File: config.mk
export PLATFORM = sky130hd
export DESIGN_NAME = level_sequencer
export DESIGN_NICKNAME = d
export VERILOG_FILES = /design/src/rtl/game_pkg.sv /design/src/rtl/pause_timer.sv /design/src/rtl/level_sequencer.sv
export SDC_FILE = /design/constraint.sdc
export NUM_CORES = 1
export LEC_CHECK = 0
export CORE_ASPECT_RATIO = 0.9
export CORE_MARGIN = 8
export CORE_UTILIZATION = 66
export DETAILED_ROUTE_END_ITERATION = 7
export DONT_BUFFER_PORTS = 1
export PLACE_DENSITY = 0.86
export SLEW_MARGIN = 5
export SYNTH_ARGS = -nofsm -noshare
export SYNTH_HDL_FRONTEND = slang
export SYNTH_SLANG_ARGS = --single-unit
export TNS_END_PERCENT = 10
File: constraint.sdc
create_clock -name clk -period 4.59 [get_ports clk]
set_input_delay 0.918 -clock clk [delete_from_list [all_inputs] [get_ports clk]]
set_output_delay 0.918 -clock clk [all_outputs]
set_load 0.01 [all_outputs]
File: src/rtl/game_pkg.sv
// game_pkg: shared types and default tuning values for the game flow logic.
//   seq_state_t  : level_sequencer state, also exported as the 3-bit phase
//                  value read by the HUD and renderer.
//   DEF_*        : default parameter values for level_sequencer.
package game_pkg;

  typedef enum logic [2:0] {
    ST_IDLE       = 3'd0,
    ST_LOAD       = 3'd1,
    ST_PLAY       = 3'd2,
    ST_DEATH_WAIT = 3'd3,
    ST_WIN_WAIT   = 3'd4,
    ST_GAME_OVER  = 3'd5,
    ST_COMPLETE   = 3'd6
  } seq_state_t;

  localparam int DEF_NUM_LEVELS   = 4;
  localparam int DEF_START_LIVES  = 3;
  localparam int DEF_DEATH_FRAMES = 60;
  localparam int DEF_WIN_FRAMES   = 90;

endpackage

File: src/rtl/pause_timer.sv
// pause_timer: counts frame_tick pulses while a pause is in progress.
//   clk, rst_n  : clock, asynchronous active-low reset
//   clear       : hold the count at zero (high whenever no pause is running)
//   frame_tick  : one-cycle pulse per video frame
//   target      : number of frame ticks the pause lasts (>= 1)
//   done        : one-cycle pulse on the frame_tick that finds count == target-1
module pause_timer #(
  parameter int FRAME_W = 8
) (
  input  logic               clk,
  input  logic               rst_n,
  input  logic               clear,
  input  logic               frame_tick,
  input  logic [FRAME_W-1:0] target,
  output logic               done
);

  logic [FRAME_W-1:0] count_q;

  // done is combinational so the sequencer leaves the pause on the very
  // frame_tick edge that completes it.
  assign done = frame_tick & ~clear & (count_q == target - FRAME_W'(1));

  always_ff @(posedge clk or negedge rst_n) begin
    if (!rst_n) begin
      count_q <= '0;
    end else if (clear || done) begin
      count_q <= '0;
    end else if (frame_tick) begin
      count_q <= count_q + FRAME_W'(1);
    end
  end

endmodule

File: src/rtl/level_sequencer.sv
// level_sequencer: top-level game flow controller above game_state.
// Sequences title, level load, play, death/win pauses, game over and
// game complete; owns the lives counter and level index and drives the
// game_state reset.
//   clk, rst_n     : clock, asynchronous active-low reset
//   frame_tick     : one-cycle pulse per video frame
//   start_btn      : synchronized start/confirm button level
//   dead, win      : status from game_state (only honoured in PLAY)
//   gs_rst_n       : registered active-low reset to game_state
//   load_level     : one-cycle pulse telling loaders to fetch level_idx
//   level_idx      : current level
//   lives          : remaining lives
//   phase          : current state encoding for HUD/renderer
//   game_over      : high in GAME_OVER
//   game_complete  : high in COMPLETE
module level_sequencer
  import game_pkg::*;
#(
  parameter int NUM_LEVELS   = DEF_NUM_LEVELS,
  parameter int START_LIVES  = DEF_START_LIVES,
  parameter int DEATH_FRAMES = DEF_DEATH_FRAMES,
  parameter int WIN_FRAMES   = DEF_WIN_FRAMES,
  parameter int LEVEL_W      = 2,
  parameter int LIVES_W      = 3,
  parameter int FRAME_W      = 8
) (
  input  logic               clk,
  input  logic               rst_n,
  input  logic               frame_tick,
  input  logic               start_btn,
  input  logic               dead,
  input  logic               win,
  output logic               gs_rst_n,
  output logic               load_level,
  output logic [LEVEL_W-1:0] level_idx,
  output logic [LIVES_W-1:0] lives,
  output logic [2:0]         phase,
  output logic               game_over,
  output logic               game_complete
);

  seq_state_t         state;
  logic               start_q;
  logic               start_edge;
  logic               pause_clear;
  logic               pause_done;
  logic [FRAME_W-1:0] pause_target;

  assign start_edge = start_btn & ~start_q;
  assign phase      = state;

  // The timer only runs inside the two pause states; everywhere else it is
  // held at zero, so entering a pause always starts from a fresh count.
  assign pause_clear  = (state != ST_DEATH_WAIT) && (state != ST_WIN_WAIT);
  assign pause_target = (state == ST_WIN_WAIT) ? FRAME_W'(WIN_FRAMES)
                                               : FRAME_W'(DEATH_FRAMES);

  pause_timer #(
    .FRAME_W (FRAME_W)
  ) u_pause_timer (
    .clk        (clk),
    .rst_n      (rst_n),
    .clear      (pause_clear),
    .frame_tick (frame_tick),
    .target     (pause_target),
    .done       (pause_done)
  );

  always_ff @(posedge clk or negedge rst_n) begin
    if (!rst_n) begin
      start_q <= 1'b0;
    end else begin
      start_q <= start_btn;
    end
  end

  // Outputs are assigned on each transition from the state being entered,
  // so they line up with phase: gs_rst_n is low in every cycle showing
  // LOAD and high from the first PLAY cycle, load_level is high exactly
  // while phase shows LOAD.
  always_ff @(posedge clk or negedge rst_n) begin
    if (!rst_n) begin
      state         <= ST_IDLE;
      level_idx     <= '0;
      lives         <= LIVES_W'(START_LIVES);
      gs_rst_n      <= 1'b0;
      load_level    <= 1'b0;
      game_over     <= 1'b0;
      game_complete <= 1'b0;
    end else begin
      load_level <= 1'b0;
      case (state)
        ST_IDLE: begin
          gs_rst_n <= 1'b0;
          if (start_edge) begin
            lives      <= LIVES_W'(START_LIVES);
            level_idx  <= '0;
            load_level <= 1'b1;
            state      <= ST_LOAD;
          end
        end

        ST_LOAD: begin
          gs_rst_n <= 1'b1;
          state    <= ST_PLAY;
        end

        ST_PLAY: begin
          // dead wins over win when both arrive together
          if (dead) begin
            if (lives != '0) begin
              lives <= lives - LIVES_W'(1);
            end
            state <= ST_DEATH_WAIT;
          end else if (win) begin
            state <= ST_WIN_WAIT;
          end
        end

        ST_DEATH_WAIT: begin
          if (pause_done) begin
            gs_rst_n <= 1'b0;
            if (lives == '0) begin
              game_over <= 1'b1;
              state     <= ST_GAME_OVER;
            end else begin
              load_level <= 1'b1;
              state      <= ST_LOAD;
            end
          end
        end

        ST_WIN_WAIT: begin
          if (pause_done) begin
            gs_rst_n <= 1'b0;
            if (level_idx == LEVEL_W'(NUM_LEVELS - 1)) begin
              game_complete <= 1'b1;
              state         <= ST_COMPLETE;
            end else begin
              level_idx  <= level_idx + LEVEL_W'(1);
              load_level <= 1'b1;
              state      <= ST_LOAD;
            end
          end
        end

        ST_GAME_OVER, ST_COMPLETE: begin
          gs_rst_n <= 1'b0;
          if (start_edge) begin
            lives         <= LIVES_W'(START_LIVES);
            level_idx     <= '0;
            game_over     <= 1'b0;
            game_complete <= 1'b0;
            load_level    <= 1'b1;
            state         <= ST_LOAD;
          end
        end

        default: begin
          // unused encoding: recover to the title screen
          state         <= ST_IDLE;
          gs_rst_n      <= 1'b0;
          game_over     <= 1'b0;
          game_complete <= 1'b0;
        end
      endcase
    end
  end

endmodule

Word-level counts from Yosys, hierarchy flattened
Cells that the tools add are included.
Widths: inputs -> output; s select.
{"block": "word_totals", "ff_bits": 21, "memories": 0, "romBits": 0, "input_bits": 6, "wordCells": 95, "ramBits": 0, "latch_bits": 0}
{"block": "classes", "multipliers": 0, "eq_ne": 21, "div_mod_pow": 0, "n_mux": 34, "bitwise_logic": 8, "order_cmp": 0, "n_shift": 0, "addsub": 4, "reduce_logical": 19}
{"operator": "$mux 3", "n": 10}
{"operator": "$reduce_and 4->1", "n": 5}
{"operator": "$mux 8", "n": 2}
{"operator": "$pmux 3 s5", "n": 1}
{"operator": "$pmux 1 s3", "n": 4}
{"operator": "$mux 1", "n": 11}
{"operator": "$ne 2x1->1 const B", "n": 5}
{"operator": "$ne 2x2->1 const B", "n": 5}
{"operator": "$eq 3x3->1 const B", "n": 3}
{"operator": "$add 8x1->8 const B", "n": 1}
{"operator": "$eq 8x8->1", "n": 1}
{"operator": "$reduce_or 4->1", "n": 2}
{"operator": "$sub 7x1->8 const B", "n": 1}
{"operator": "$mux 7", "n": 1}
{"operator": "$eq 3x2->1 const B", "n": 2}
{"operator": "$logic_not 3->1", "n": 2}
{"operator": "$mux 2", "n": 3}
{"operator": "$ne 3x3->1 const B", "n": 2}
{"operator": "$pmux 3 s2", "n": 1}
{"operator": "$reduce_bool 2->1", "n": 3}
{"operator": "$not 1->1", "n": 5}
{"operator": "$pmux 2 s2", "n": 1}
{"operator": "$reduce_or 2->1", "n": 2}
{"operator": "$and 1x1->1", "n": 3}
{"operator": "10 further kinds", "n": 10}

Longest topological paths before layout
{"block": "depth", "ltp_word": 7, "depth_mapped": 7}

Cells and area by module
A second synthesis with hierarchy kept.
{"block": "hier_totals", "cells_unflattened": 173, "area_unflattened_um2": 1576.5}
{"module": "level_sequencer", "n_inst": 1, "cells_each": 96, "seq_area_each_um2": 327.8, "area_per_inst_um2": 898.4}
{"module": "pause_timer", "n_inst": 1, "cells_each": 77, "seq_area_each_um2": 200.2, "area_per_inst_um2": 678.2}

Worst setup path before layout
Ideal clock, no wire load.
{"block": "synth_timing", "path_kind": "input to register", "startpoint": "input port frame_tick", "endpoint": "register state[1] (netlist: phase[1])", "path_buffers": 1, "path_slack_ps": 2466, "t_arrival_ps": 1993, "required_time_ps": 4459, "setup_ps": 131, "path_stages": 5, "cell_sequence": "clkbuf_1 nand4_1 nor3_4 a21oi_2 or3_1"}
{"block": "synth_between", "elab_chain_cells": 4}
{"element": "from (decl)", "line_no": "level_sequencer.sv:29", "text": "input logic frame_tick,"}
{"element": "$and 1x1->1 * (2 in series)", "line_no": "pause_timer.sv:22", "text": "assign done = frame_tick & ~clear & (count_q == target - FRAME_W'(1));"}
{"element": "$ne 2x1->1 (no source line)"}
{"element": "$reduce_and 4->1 (no source line) *"}
{"element": "to (signal assigned)", "line_no": "level_sequencer.sv:83", "text": "state <= ST_IDLE;"}
{"element": "to (signal assigned)", "line_no": "level_sequencer.sv:99", "text": "state <= ST_LOAD;"}
{"element": "to (signal assigned)", "line_no": "level_sequencer.sv:105", "text": "state <= ST_PLAY;"}
{"element": "to (decl)", "line_no": "level_sequencer.sv:42", "text": "seq_state_t state;"}
Mark *: on every way between the ends. The rest lies on a longest branch, timed or not.
A chain may end at the register's enable or synchronous reset.

Worst setup path in the final report
{"block": "layout_timing", "startpoint": "register state[2] (netlist: phase[2])", "endpoint": "register state[1] (netlist: phase[1])"}
{"block": "layout_between", "elab_chain_cells": 7}
{"element": "$eq 3x3->1 (tied with other cells)", "line_no": "level_sequencer.sv:55, level_sequencer.sv:92"}
{"element": "$mux 7 or $logic_and 1x1->1 (tied branches)", "line_no": "level_sequencer.sv:55, level_sequencer.sv:54"}
{"element": "$sub 7x1->8 or $not 1->1 (tied branches)", "line_no": "pause_timer.sv:22"}
{"element": "$eq 8x8->1 or $and 1x1->1 (tied branches)", "line_no": "pause_timer.sv:22"}
{"element": "$and 1x1->1", "line_no": "pause_timer.sv:22"}
{"element": "$ne 2x1->1 (no source line)"}
{"element": "$reduce_and 4->1 (no source line)"}
Parallel ways exist; a longest one is shown, timed or not.

==> out/summary.txt <==
Result of the run: finished clean
Worst relative slew slack: 59.63%
Multiplexer fraction of the synthesized cell area: 4.087%
Commonest register cell after synthesis: sky130_fd_sc_hd__dfrtp_1
Tot Pwr: 0.6318 mW
Peak supply drop: 0.2944 mV
Min cycle time layout: 2.240 ns
Wire length of the first global-routing pass: 4567 um
CTS root buf: sky130_fd_sc_hd__clkbuf_4
Min-Delay Path Class: in -> async
# DRC: 0
Critical-path cell with the highest stage delay: sky130_fd_sc_hd__dfrtp_1
Effective utilization at floorplan: 69.44%
Number of resized instances in the post-cts repair step: 0
Flops & latches, synth: 21
Placed Area: 1274 sq um
Metal1 wirelength: 1182 um
CP Cell Sequence: or3b_1, mux2i_4, and4_2, or3_1
Total standard cell area after synthesis: 1316 sq um
Count of flip-flops with a built-in enable after synthesis: 0
Total negative setup slack: 0 ns
Via-per-instance ratio: 6.288
Cell count after synthesis: 140
Peak per-stage delay on the critical path: 0.75 ns
Slew at the pin with the worst max-slew slack: 0.6055 ns
Top area cells in the synthesized netlist: sky130_fd_sc_hd__dfrtp_1 (36%), sky130_fd_sc_hd__dfstp_2 (4.0%), sky130_fd_sc_hd__nor2_1 (4.0%)
Antenna diodes: 0
Summed area of non-filler cells in the final layout: 1300 sq um
Number of buffers inserted by port buffering: 0
Minimum setup slack among reg-to-reg paths: 2.35 ns
Buffers inserted during post-CTS setup optimization: 0
Number of buffers inserted by hold repair at cts: 0
RSZ-0062 raised after global routing: no
Worst Path Required: 4.79 ns
Syn-to-layout area delta: -1.235%
Leakage power: 0.5349 nW
Maximum operating frequency: 0.4464 GHz
Share of the synthesized area in compound gates (AO/OA/AOI/OAI): 15.87%
Placer's final routability congestion estimate: 0.8542
Worst-path maximum fanout: 20
Top metal layer carrying routed signals: met4
Initial DRC count: 61
Final-report hold violation count: 0
Share of flip-flops with an asynchronous set or reset after synthesis: 100.0%
Adder-cell area share of the yosys netlist: 3.802%
Antenna violations before repair: 0
Core region area: 1896 sq um
Deepest level of the CTS H-tree: 1
Share of the yosys chip area belonging to registers: 40.11%
Met2 Routed Length: 1183 um
Via count: 1006
Maximum capacitance violations: 0
Final count of negative-setup-slack endpoints: 0
Top-area cell type share of the netlist area: 36.12%
Global Route Usage Sum: 15.09%
Kind of start point of the critical path: register
WL/cell: 16.58 um
Clock insertion delay at the later pin of the skew report: 0.30 ns
Floorplan die area: 3681 sq um
Arrival time reported for the critical path endpoint: 2.44 ns
Number of cells on the worst reg-to-reg path: 4
Reg-to-Reg End: phase[1]
Row count: 15
Vias in the first global route: 987
Clock-pin slew of the registers on the worst-case setup and hold paths: 0.11 ns
CTS sink count: 21
Number of detailed-routing iterations run before antenna repair: 5
Warning count from the yosys run: 0
Horizontal die dimension: 63.08 um
Half-perimeter wire length after detailed placement: 1980 um
Total Wirelength: 2653 um
Proportion of layout cells with a drive suffix above 1: 11.11%
Post-layout nets: 146
Xor and xnor area share after synthesis: 5.323%
Grt ovf: 0
Max Root-Sink Buffers: 2
Top-level I/O count: 18
Residual antenna-violating net count after detailed routing: 0
Ranking of synthesized cells by instance count: sky130_fd_sc_hd__dfrtp_1 (19), sky130_fd_sc_hd__nor2_1 (14), sky130_fd_sc_hd__a21oi_1 (9)
Syn_nets: 150
Number of distinct library cells after synthesis: 44
Total power per unit cell area: 486.0 nW/um^2
Number of filler cells placed in the layout: 140
Worst-case clock skew: 0.008989 ns
Library cell with the largest summed area after synthesis: sky130_fd_sc_hd__dfrtp_1
Most frequent cell after synthesis: sky130_fd_sc_hd__dfrtp_1
Height of the chip: 58.37 um
Count of final max-slew check failures: 0
Clock tree from TritonCTS: done
Category of the worst setup path capture point: register
Wire length on met3: 260 um
Final worst path period share: 48.80%
Critical path class: reg -> reg
Syn avg cell area: 9.402 sq um
Worst reg2reg path startpoint: phase[2]
Maximum number of pins on one net before global-route repair: 22
Main combinational cell family by area after synthesis: simple AND/OR/NAND/NOR gates
Worst setup path startpoint: phase[2]
Number of clock buffers inserted by TritonCTS: 3
Simple-Gate Fraction of Synth Area: 22.91%
report_power, final:
part,switching [mW],internal (mW),leakage (nW)
Combinational,0.130,0.103,0.242
Sequential,0.0870,0.224,0.278
Clock,0.0536,0.0339,0.0150
logic make-up (layout without fill, tap and decap cells):
family / Yosys count / after routing
DFF: 21 / 21
xor gates and xnor gates: 8 / 8
and+or+nand+nor: 54 / 54
adders and majority gates: 4 / 4
AOI/OAI and AO/OA: 32 / 32
buffers and inverters: 17 / 12
muxes: 4 / 4
worst max-delay path, delay by kind of cell, from the launching register on:
kind             cells  cell delay, ns
muxes                1            0.27
DFF                  1            0.75
and+or+nand+nor      3            1.10
state kept, by name, summed over array words and instances (netlist names):
name,flops
phase,3
lives,3
gs_rst_n,1
level_idx,2
game_over,1
start_q,1
game_complete,1
u_pause_timer.count_q,8
load_level,1
area by class of cell:
type                    count  area, sq um  area share (%)
multi-input cells         102        684.4           52.65
flip-flops and latches     21        528.0           40.62
well taps                  25        31.28           2.406
inverters                   8        30.03           2.310
clock buffers               4        26.28           2.021
per-layer routing:
metal / global-route usage [%] / vias to the layer above
met5: 0 / -
met4: 3.896 / 0
met3: 7.197 / 4
met2: 23.50 / 35
met1: 18.35 / 473
li1: - / 494
layout by cell type, fill, tap and decap left out, types with 2 or more instances in the layout:
cell and count:
sky130_fd_sc_hd__nand4_1 6, sky130_fd_sc_hd__o211ai_1 2, sky130_fd_sc_hd__nand2b_1 3, sky130_fd_sc_hd__dfstp_2 2, sky130_fd_sc_hd__nand3_1 3, sky130_fd_sc_hd__mux2i_1 2, sky130_fd_sc_hd__a211oi_1 3, sky130_fd_sc_hd__clkbuf_4 3
sky130_fd_sc_hd__nor3_1 3, sky130_fd_sc_hd__nor2b_1 4, sky130_fd_sc_hd__inv_1 8, sky130_fd_sc_hd__xnor2_1 3, sky130_fd_sc_hd__o21ai_0 4, sky130_fd_sc_hd__ha_1 4, sky130_fd_sc_hd__xor2_1 5, sky130_fd_sc_hd__nand2_1 8
sky130_fd_sc_hd__a31oi_1 4, sky130_fd_sc_hd__o22ai_1 4, sky130_fd_sc_hd__nand3b_1 2, sky130_fd_sc_hd__a21oi_1 9, sky130_fd_sc_hd__dfrtp_1 19, sky130_fd_sc_hd__nor2_1 14
worst max path at each step:
stage / to / slack (ns) / cells after the start
after CTS: phase[1] / 2.37 / 4
after detailed placement: phase[1] / 2.39 / 4
final: phase[1] / 2.35 / 4
after global routing: phase[1] / 2.24 / 4
after floorplan: phase[1] / 2.47 / 5
after global placement: phase[1] / 2.42 / 4
per-stage QoR:
step	hold WS [ns]	worst slack, ns	utilization (%)	instances
2_1_floorplan	0.5155	2.466	-	140
3_3_place_gp	0.5290	2.418	67.19	156
3_5_place_dp	0.5326	2.386	67.19	156
4_1_cts	0.2787	2.367	68.58	160
5_1_grt	0.2682	2.236	68.58	160
6_report	0.2874	2.350	68.58	160
(Power assumes the default switching activity.)
